### config.mk
export PLATFORM = sky130hd
export DESIGN_NAME = wb_core_debug_ctrl
export DESIGN_NICKNAME = d
export VERILOG_FILES = /design/src/rtl/wb_core_debug_ctrl.sv
export SDC_FILE = /design/constraint.sdc
export NUM_CORES = 1
export LEC_CHECK = 0
export BUFFER_PORTS_ARGS = -buffer_cell sky130_fd_sc_hd__buf_2
export CAP_MARGIN = 30
export CORE_UTILIZATION = 48
export CTS_BUF_LIST = sky130_fd_sc_hd__clkbuf_8 sky130_fd_sc_hd__clkbuf_16
export CTS_CLUSTER_DIAMETER = 40
export DETAILED_ROUTE_END_ITERATION = 16
export HOLD_SLACK_MARGIN = 0.1
export PLACE_DENSITY = 0.78
export RECOVER_POWER = 50
export SYNTH_ARGS = -nofsm -noshare
export SYNTH_HDL_FRONTEND = slang
export SYNTH_SLANG_ARGS = --single-unit
### constraint.sdc
create_clock -name wb_clk_i -period 2.9 [get_ports wb_clk_i]
set_clock_uncertainty 0.1 [all_clocks]
set_input_delay 0.58 -clock wb_clk_i [delete_from_list [all_inputs] [get_ports wb_clk_i]]
set_output_delay 0.58 -clock wb_clk_i [all_outputs]
set_load 0.03 [all_outputs]
### src/rtl/wb_core_debug_ctrl.sv
// Wishbone debug/control slave for one user-area microcontroller core.
// Forces pad inputs, holds reset, free-runs/multi-steps/halts on PC breakpoint.
module wb_core_debug_ctrl #(
   parameter int K_WIDTH    = 4,
   parameter int OUT_WIDTH  = 24,
   parameter int ADDR_WIDTH = 11,
   parameter int STEP_WIDTH = 16,
   parameter int ACK_DELAY  = 2
) (
   input  logic                  wb_clk_i,
   input  logic                  wb_rst_i,
   input  logic [31:0]           wbs_adr_i,
   input  logic [31:0]           wbs_dat_i,
   output logic [31:0]           wbs_dat_o,
   input  logic                  wbs_we_i,
   input  logic                  wbs_cyc_i,
   input  logic                  wbs_stb_i,
   output logic                  wbs_ack_o,
   input  logic [K_WIDTH-1:0]    pin_k_i,
   input  logic                  pin_cs_i,
   input  logic [ADDR_WIDTH-1:0] core_pc_i,
   input  logic [OUT_WIDTH-1:0]  core_out_i,
   input  logic                  core_status_i,
   output logic [K_WIDTH-1:0]    core_k_o,
   output logic                  core_cs_o,
   output logic                  core_reset_o,
   output logic                  core_step_o,
   output logic                  irq_o
);

   localparam int DW = $clog2(ACK_DELAY + 1);

   typedef enum logic [1:0] {
      S_FREE = 2'd0,
      S_IDLE = 2'd1,
      S_STEP = 2'd2,
      S_HALT = 2'd3
   } state_t;

   state_t state_q, state_d;

   logic                  override_q, hold_q, cs_ovr_q;
   logic                  ie_bp_q, ie_step_q;
   logic [K_WIDTH-1:0]    k_ovr_q;
   logic [STEP_WIDTH-1:0] count_q, count_d;
   logic [ADDR_WIDTH-1:0] bp_addr_q;
   logic                  bp_en_q;
   logic                  bp_hit_q, step_done_q;
   logic                  pend_q;
   logic [DW-1:0]         dly_q;
   logic                  set_bp, set_done;

   logic [2:0]            idx;
   logic                  acc, wr, busy, bp_match;
   logic                  wr_ctrl, wr_step, wr_bp, wr_stat;
   logic [STEP_WIDTH-1:0] step_val;
   logic                  step_load, w1c_bp, w1c_done;
   logic [31:0]           rdata;
   logic                  unused;

   assign unused = ^{wbs_adr_i, wbs_dat_i};

   assign idx      = wbs_adr_i[4:2];
   assign acc      = wbs_cyc_i & wbs_stb_i & ~wbs_ack_o & ~pend_q;
   assign wr       = acc & wbs_we_i;
   assign wr_ctrl  = wr & (idx == 3'd0);
   assign wr_step  = wr & (idx == 3'd1);
   assign wr_bp    = wr & (idx == 3'd2);
   assign wr_stat  = wr & (idx == 3'd3);
   assign step_val = wbs_dat_i[STEP_WIDTH-1:0];
   assign step_load = wr_step & (step_val != '0);
   assign w1c_bp   = wr_stat & wbs_dat_i[1];
   assign w1c_done = wr_stat & wbs_dat_i[2];
   assign busy     = (state_q == S_STEP);

   assign core_k_o     = override_q ? k_ovr_q : pin_k_i;
   assign core_cs_o    = override_q ? cs_ovr_q : pin_cs_i;
   assign core_reset_o = ~wb_rst_i | hold_q;
   assign core_step_o  = ((state_q == S_FREE) | (state_q == S_STEP))
                         & wb_rst_i;

   // the hitting cycle is still a stepped cycle
   assign bp_match = bp_en_q & (core_pc_i == bp_addr_q) & core_step_o;

   // register read mux, sampled at acceptance
   always_comb begin
      rdata = '0;
      case (idx)
         3'd0: begin
            rdata[4:0] = {ie_step_q, ie_bp_q, cs_ovr_q, hold_q, override_q};
            rdata[8 +: K_WIDTH] = k_ovr_q;
         end
         3'd1: rdata[STEP_WIDTH-1:0] = count_q;
         3'd2: begin
            rdata[ADDR_WIDTH-1:0] = bp_addr_q;
            rdata[31] = bp_en_q;
         end
         3'd3: rdata[7:0] = {2'b00, state_q, core_status_i,
                             step_done_q, bp_hit_q, busy};
         3'd4: rdata[OUT_WIDTH-1:0] = core_out_i;
         3'd5: rdata[ADDR_WIDTH-1:0] = core_pc_i;
         default: rdata = '0;
      endcase
   end

   // run-control next state; breakpoint beats step completion
   always_comb begin
      state_d  = state_q;
      count_d  = count_q;
      set_bp   = 1'b0;
      set_done = 1'b0;
      case (state_q)
         S_FREE: begin
            if (bp_match) begin
               state_d = S_HALT;
               set_bp  = 1'b1;
            end else if (override_q) begin
               state_d = S_IDLE;
            end
         end
         S_IDLE: begin
            if (!override_q) begin
               state_d = S_FREE;
            end else if (step_load) begin
               state_d = S_STEP;
               count_d = step_val;
            end
         end
         S_STEP: begin
            if (bp_match) begin
               state_d = S_HALT;
               count_d = '0;
               set_bp  = 1'b1;
            end else if (!override_q) begin
               state_d = S_FREE;
               count_d = '0;
            end else if (count_q <= STEP_WIDTH'(1)) begin
               state_d  = S_IDLE;
               count_d  = '0;
               set_done = 1'b1;
            end else begin
               count_d = count_q - STEP_WIDTH'(1);
            end
         end
         S_HALT: begin
            if (!bp_hit_q) state_d = override_q ? S_IDLE : S_FREE;
         end
         default: state_d = S_FREE;
      endcase
   end

   // bus handshake: delayed ack pulse, cancelled if cyc drops
   always_ff @(posedge wb_clk_i) begin
      if (!wb_rst_i) begin
         wbs_ack_o <= 1'b0;
         wbs_dat_o <= '0;
         pend_q    <= 1'b0;
         dly_q     <= '0;
      end else begin
         wbs_ack_o <= 1'b0;
         if (acc) begin
            if (ACK_DELAY <= 1) begin
               wbs_ack_o <= 1'b1;
            end else begin
               pend_q <= 1'b1;
               dly_q  <= DW'(ACK_DELAY - 1);
            end
            if (!wbs_we_i) wbs_dat_o <= rdata;
         end else if (pend_q) begin
            if (!wbs_cyc_i) begin
               pend_q <= 1'b0;
            end else if (dly_q == DW'(1)) begin
               wbs_ack_o <= 1'b1;
               pend_q    <= 1'b0;
            end else begin
               dly_q <= dly_q - DW'(1);
            end
         end
      end
   end

   // control and breakpoint registers, committed at acceptance
   always_ff @(posedge wb_clk_i) begin
      if (!wb_rst_i) begin
         override_q <= 1'b0;
         hold_q     <= 1'b0;
         cs_ovr_q   <= 1'b0;
         ie_bp_q    <= 1'b0;
         ie_step_q  <= 1'b0;
         k_ovr_q    <= '0;
         bp_addr_q  <= '0;
         bp_en_q    <= 1'b0;
      end else begin
         if (wr_ctrl) begin
            override_q <= wbs_dat_i[0];
            hold_q     <= wbs_dat_i[1];
            cs_ovr_q   <= wbs_dat_i[2];
            ie_bp_q    <= wbs_dat_i[3];
            ie_step_q  <= wbs_dat_i[4];
            k_ovr_q    <= wbs_dat_i[8 +: K_WIDTH];
         end
         if (wr_bp) begin
            bp_addr_q <= wbs_dat_i[ADDR_WIDTH-1:0];
            bp_en_q   <= wbs_dat_i[31];
         end
      end
   end

   // run-control state and step counter
   always_ff @(posedge wb_clk_i) begin
      if (!wb_rst_i) begin
         state_q <= S_FREE;
         count_q <= '0;
      end else begin
         state_q <= state_d;
         count_q <= count_d;
      end
   end

   // sticky event flags (a new hit beats a clear) and registered irq
   always_ff @(posedge wb_clk_i) begin
      if (!wb_rst_i) begin
         bp_hit_q    <= 1'b0;
         step_done_q <= 1'b0;
         irq_o       <= 1'b0;
      end else begin
         bp_hit_q    <= set_bp | (bp_hit_q & ~w1c_bp);
         step_done_q <= set_done | (step_done_q & ~w1c_done);
         irq_o       <= (bp_hit_q & ie_bp_q) | (step_done_q & ie_step_q);
      end
   end

endmodule

==> results.sh <==
export IMPL_cts_buffers_inserted=9
export IMPL_dieArea_um2=9090
export IMPL_synthCells=493
export IMPL_finalWirelength_mm=13.0
export IMPL_timing_hold_ws_ns=0.353
export IMPL_setup_viol=0
export IMPL_core_area_um2=8340
export IMPL_timing_reg2reg_setup_slack_ns=0.60
export IMPL_cp_num_cells=7
export IMPL_timing_fmax_mhz=431
export IMPL_die_width_um=95.3
export IMPL_commonest_cells_after_routing_fill_and_taps_aside="dfxtp_1 (71), buf_2 (71), nor2_1 (63), mux2i_1 (33), a21oi_1 (30)"
export IMPL_insertion_delay_ns=0.36
export IMPL_synthesis_yosys_warnings=0
export IMPL_dominantRegCellSynth="dfxtp_1"
export IMPL_cp_required_ns=3.05
export IMPL_first_iter_violations=394
export IMPL_filler_cell_count=802
export IMPL_core_rowCount=33
export IMPL_worst_path_max_fanout=62
export IMPL_timing_critical_path_max_delay_family="buffers and inverters"
export IMPL_layout_area_growth_over_synthesis_pct=17.6
export IMPL_cts_repair_resize_count=0
export IMPL_hold_path_cell_count=2
export IMPL_power_per_cell_area_nw_per_um2=452
export IMPL_cts_post_setup_buffers_inserted=0
export IMPL_crit_path_end_kind="flop"
export IMPL_detailedPlacementHpwl_mm=9.47
export IMPL_cts_root_buf="clkbuf_8"
export IMPL_timing_max_slew_rel_slack_pct=13.2
export IMPL_ctsHoldBuffers=0
export IMPL_reg2regPathDepth=7
export IMPL_port_buffer_count=99
export IMPL_timing_hold_worst_endpoint="wbs_dat_o[21]"
export IMPL_cp_num_buf_inv=4
export IMPL_cp_slowest_cell="clkbuf_2"
export IMPL_timing_worst_slew_pin_value_ns=1.30
export IMPL_overflow=0
export IMPL_timing_hold_worst_start="wbs_dat_o[21]"
export IMPL_finalWorstPathRequiredPeriod_ns=2.32
export IMPL_route_detailed_wl_per_inst_um=18.8
export IMPL_grt_max_degree=63
export IMPL_setup_tns_final_ns=0
export IMPL_design_final_nets=697
export IMPL_cts_num_sinks=71
export IMPL_synth_edf_count=0
export IMPL_drv_max_cap_violation_count=0
export IMPL_synth_seq_cells=71
export IMPL_synth_cell_types=71
export IMPL_number_of_global_route_vias_before_repair=3908
export IMPL_chipHeight_um=95.3
export IMPL_routability_driven_placement_congestion_ratio=0.995
export IMPL_vdd_drop_max_uv=262
export IMPL_detail_route_drc_violations=0
export IMPL_grt_antenna_before_repair=0
export IMPL_route_antenna_remaining_nets=0
export IMPL_data_arrival_at_the_endpoint_of_the_critical_path_ns=2.47
export IMPL_crit_chain="clkbuf_1 -> buf_4 -> inv_1 -> clkbuf_2 -> nor3_1 -> a32oi_1 -> nand3_1"
export IMPL_syn_area_um2=4180
export IMPL_antenna_cells=0
export IMPL_cts_tree="built"
export IMPL_gr_usage_all_layers_pct=30.1
export IMPL_ys_async_sr_fraction_pct=0
export IMPL_hold_viol=0
export IMPL_post_route_cells_drive_above_1_share_pct=21.8
export IMPL_min_delay_path_class="reg -> reg"
export IMPL_critPathLaunchType="input port"
export IMPL_critPathLaunch="wb_rst_i"
export IMPL_routed_via_count=4201
export IMPL_detail_route_vias_per_cell=6.07
export IMPL_number_of_buffers_between_clock_root_and_the_deepest_sink=2
export IMPL_r2r_start="count_q[1]"
export IMPL_syn_avg_cell_area_um2=8.48
export IMPL_worst_setup_path_category="in -> reg"
export IMPL_run_status="complete, no violations"
export IMPL_reg2reg_to="count_q[11]"
export IMPL_initial_core_util_pct=50.1
export IMPL_grt_setup_unrepaired="no"
export IMPL_p_leak_nw=2.03
export IMPL_drt_pass1_iter_count=5
export IMPL_pin_count=151
export IMPL_path_clk_slew_ns=0.09
export IMPL_grt_pass1_wl_mm=20.4
export IMPL_critPathMaxStageDelay_ns=0.93
export IMPL_report_final_slew_viol_count=0
export IMPL_htree_num_levels=3
export IMPL_period_share_pct=80.0
export IMPL_synth_seq_area_share_pct=34.0
report_power, final:
group          switching [mW]  internal [mW]  leakage (nW)  total, mW
Sequential             0.0101          0.987         0.573      0.997
Clock                   0.415          0.512         0.109      0.927
Combinational           0.189          0.109          1.35      0.298
synthesized netlist by cell type (6+ instances only):
cell | instances | share of area, %
xor2_1 | 6 | 1.3
nand3_1 | 22 | 2.6
buf_4 | 8 | 1.4
nor3_1 | 14 | 1.7
xnor2_1 | 11 | 2.3
nand2_1 | 27 | 2.4
mux2i_1 | 33 | 7.9
a31oi_1 | 9 | 1.3
a21oi_1 | 30 | 3.6
buf_2 | 12 | 1.4
o21ai_0 | 17 | 2.0
mux2_2 | 8 | 2.2
clkbuf_1 | 18 | 1.6
nand4_1 | 10 | 1.5
a221oi_1 | 8 | 1.7
inv_1 | 10 | 0.90
dfxtp_1 | 71 | 34
nor4_1 | 7 | 1.0
a22oi_1 | 12 | 2.2
nor2_1 | 63 | 5.7
and2_1 | 6 | 0.90
sequential cells by signal, summed over array words and instances (netlist names), 2 cells and up:
register,cells
count_q,16
bp_addr_q,11
dly_q,2
k_ovr_q,4
wbs_dat_o,25
state_q,2
through the flow:
step	instances	area (um^2)	total power, mW	utilization [%]	setup WS (ns)
floorplan	499	4200	1.20	-	0.756
global placement	676	4730	1.31	56.7	0.449
detailed placement	676	4730	1.31	56.7	0.416
CTS	692	4960	2.23	59.4	0.611
global route	692	4920	2.30	59.0	0.420
finish	692	4920	2.22	59.0	0.579
cell families after synthesis:
kind of cell	Yosys count	synth area share, %
AND/OR/NAND/NOR	185	23.6
AO/OA/AOI/OAI	116	19.3
flip-flops	71	34.0
buffers and inverters	54	6.28
multiplexers	44	11.7
XOR/XNOR	17	3.56
adder cells (fa/ha/maj)	5	1.50
other	1	0.0897
worst max-delay path by stage:
stage                     slack (ns)         end
after floorplan                 0.76  count_q[4]
after global placement          0.45  count_q[4]
after detailed placement        0.42  count_q[4]
after CTS                       0.61   core_cs_o
after global routing            0.42  count_q[2]
final                           0.58  count_q[8]
tightest hold or removal path, stage by stage, from the launching register on:
cell     delay, ns
dfxtp_1       0.31
nand2_1       0.05
a21oi_1       0.05
cell type report:
class | count | area [um^2] | area share [%]
flip-flops and latches | 71 | 1420 | 28.9
repair buffers | 114 | 571 | 11.6
inverters | 12 | 45.0 | 0.916
well taps | 105 | 131 | 2.67
multi-input cells | 374 | 2520 | 51.2
clock inverters | 6 | 92.6 | 1.88
clock buffers | 10 | 138 | 2.80
routing by layer:
| layer | wire [um] | global-route usage [%] |
|---|---|---|
| met1 | 5700 | 40.0 |
| met2 | 5840 | 45.8 |
| met3 | 1040 | 6.86 |
| met4 | 427 | 14.3 |
| met5 | 0 | 0 |
Power figures use the tool's default switching activity.
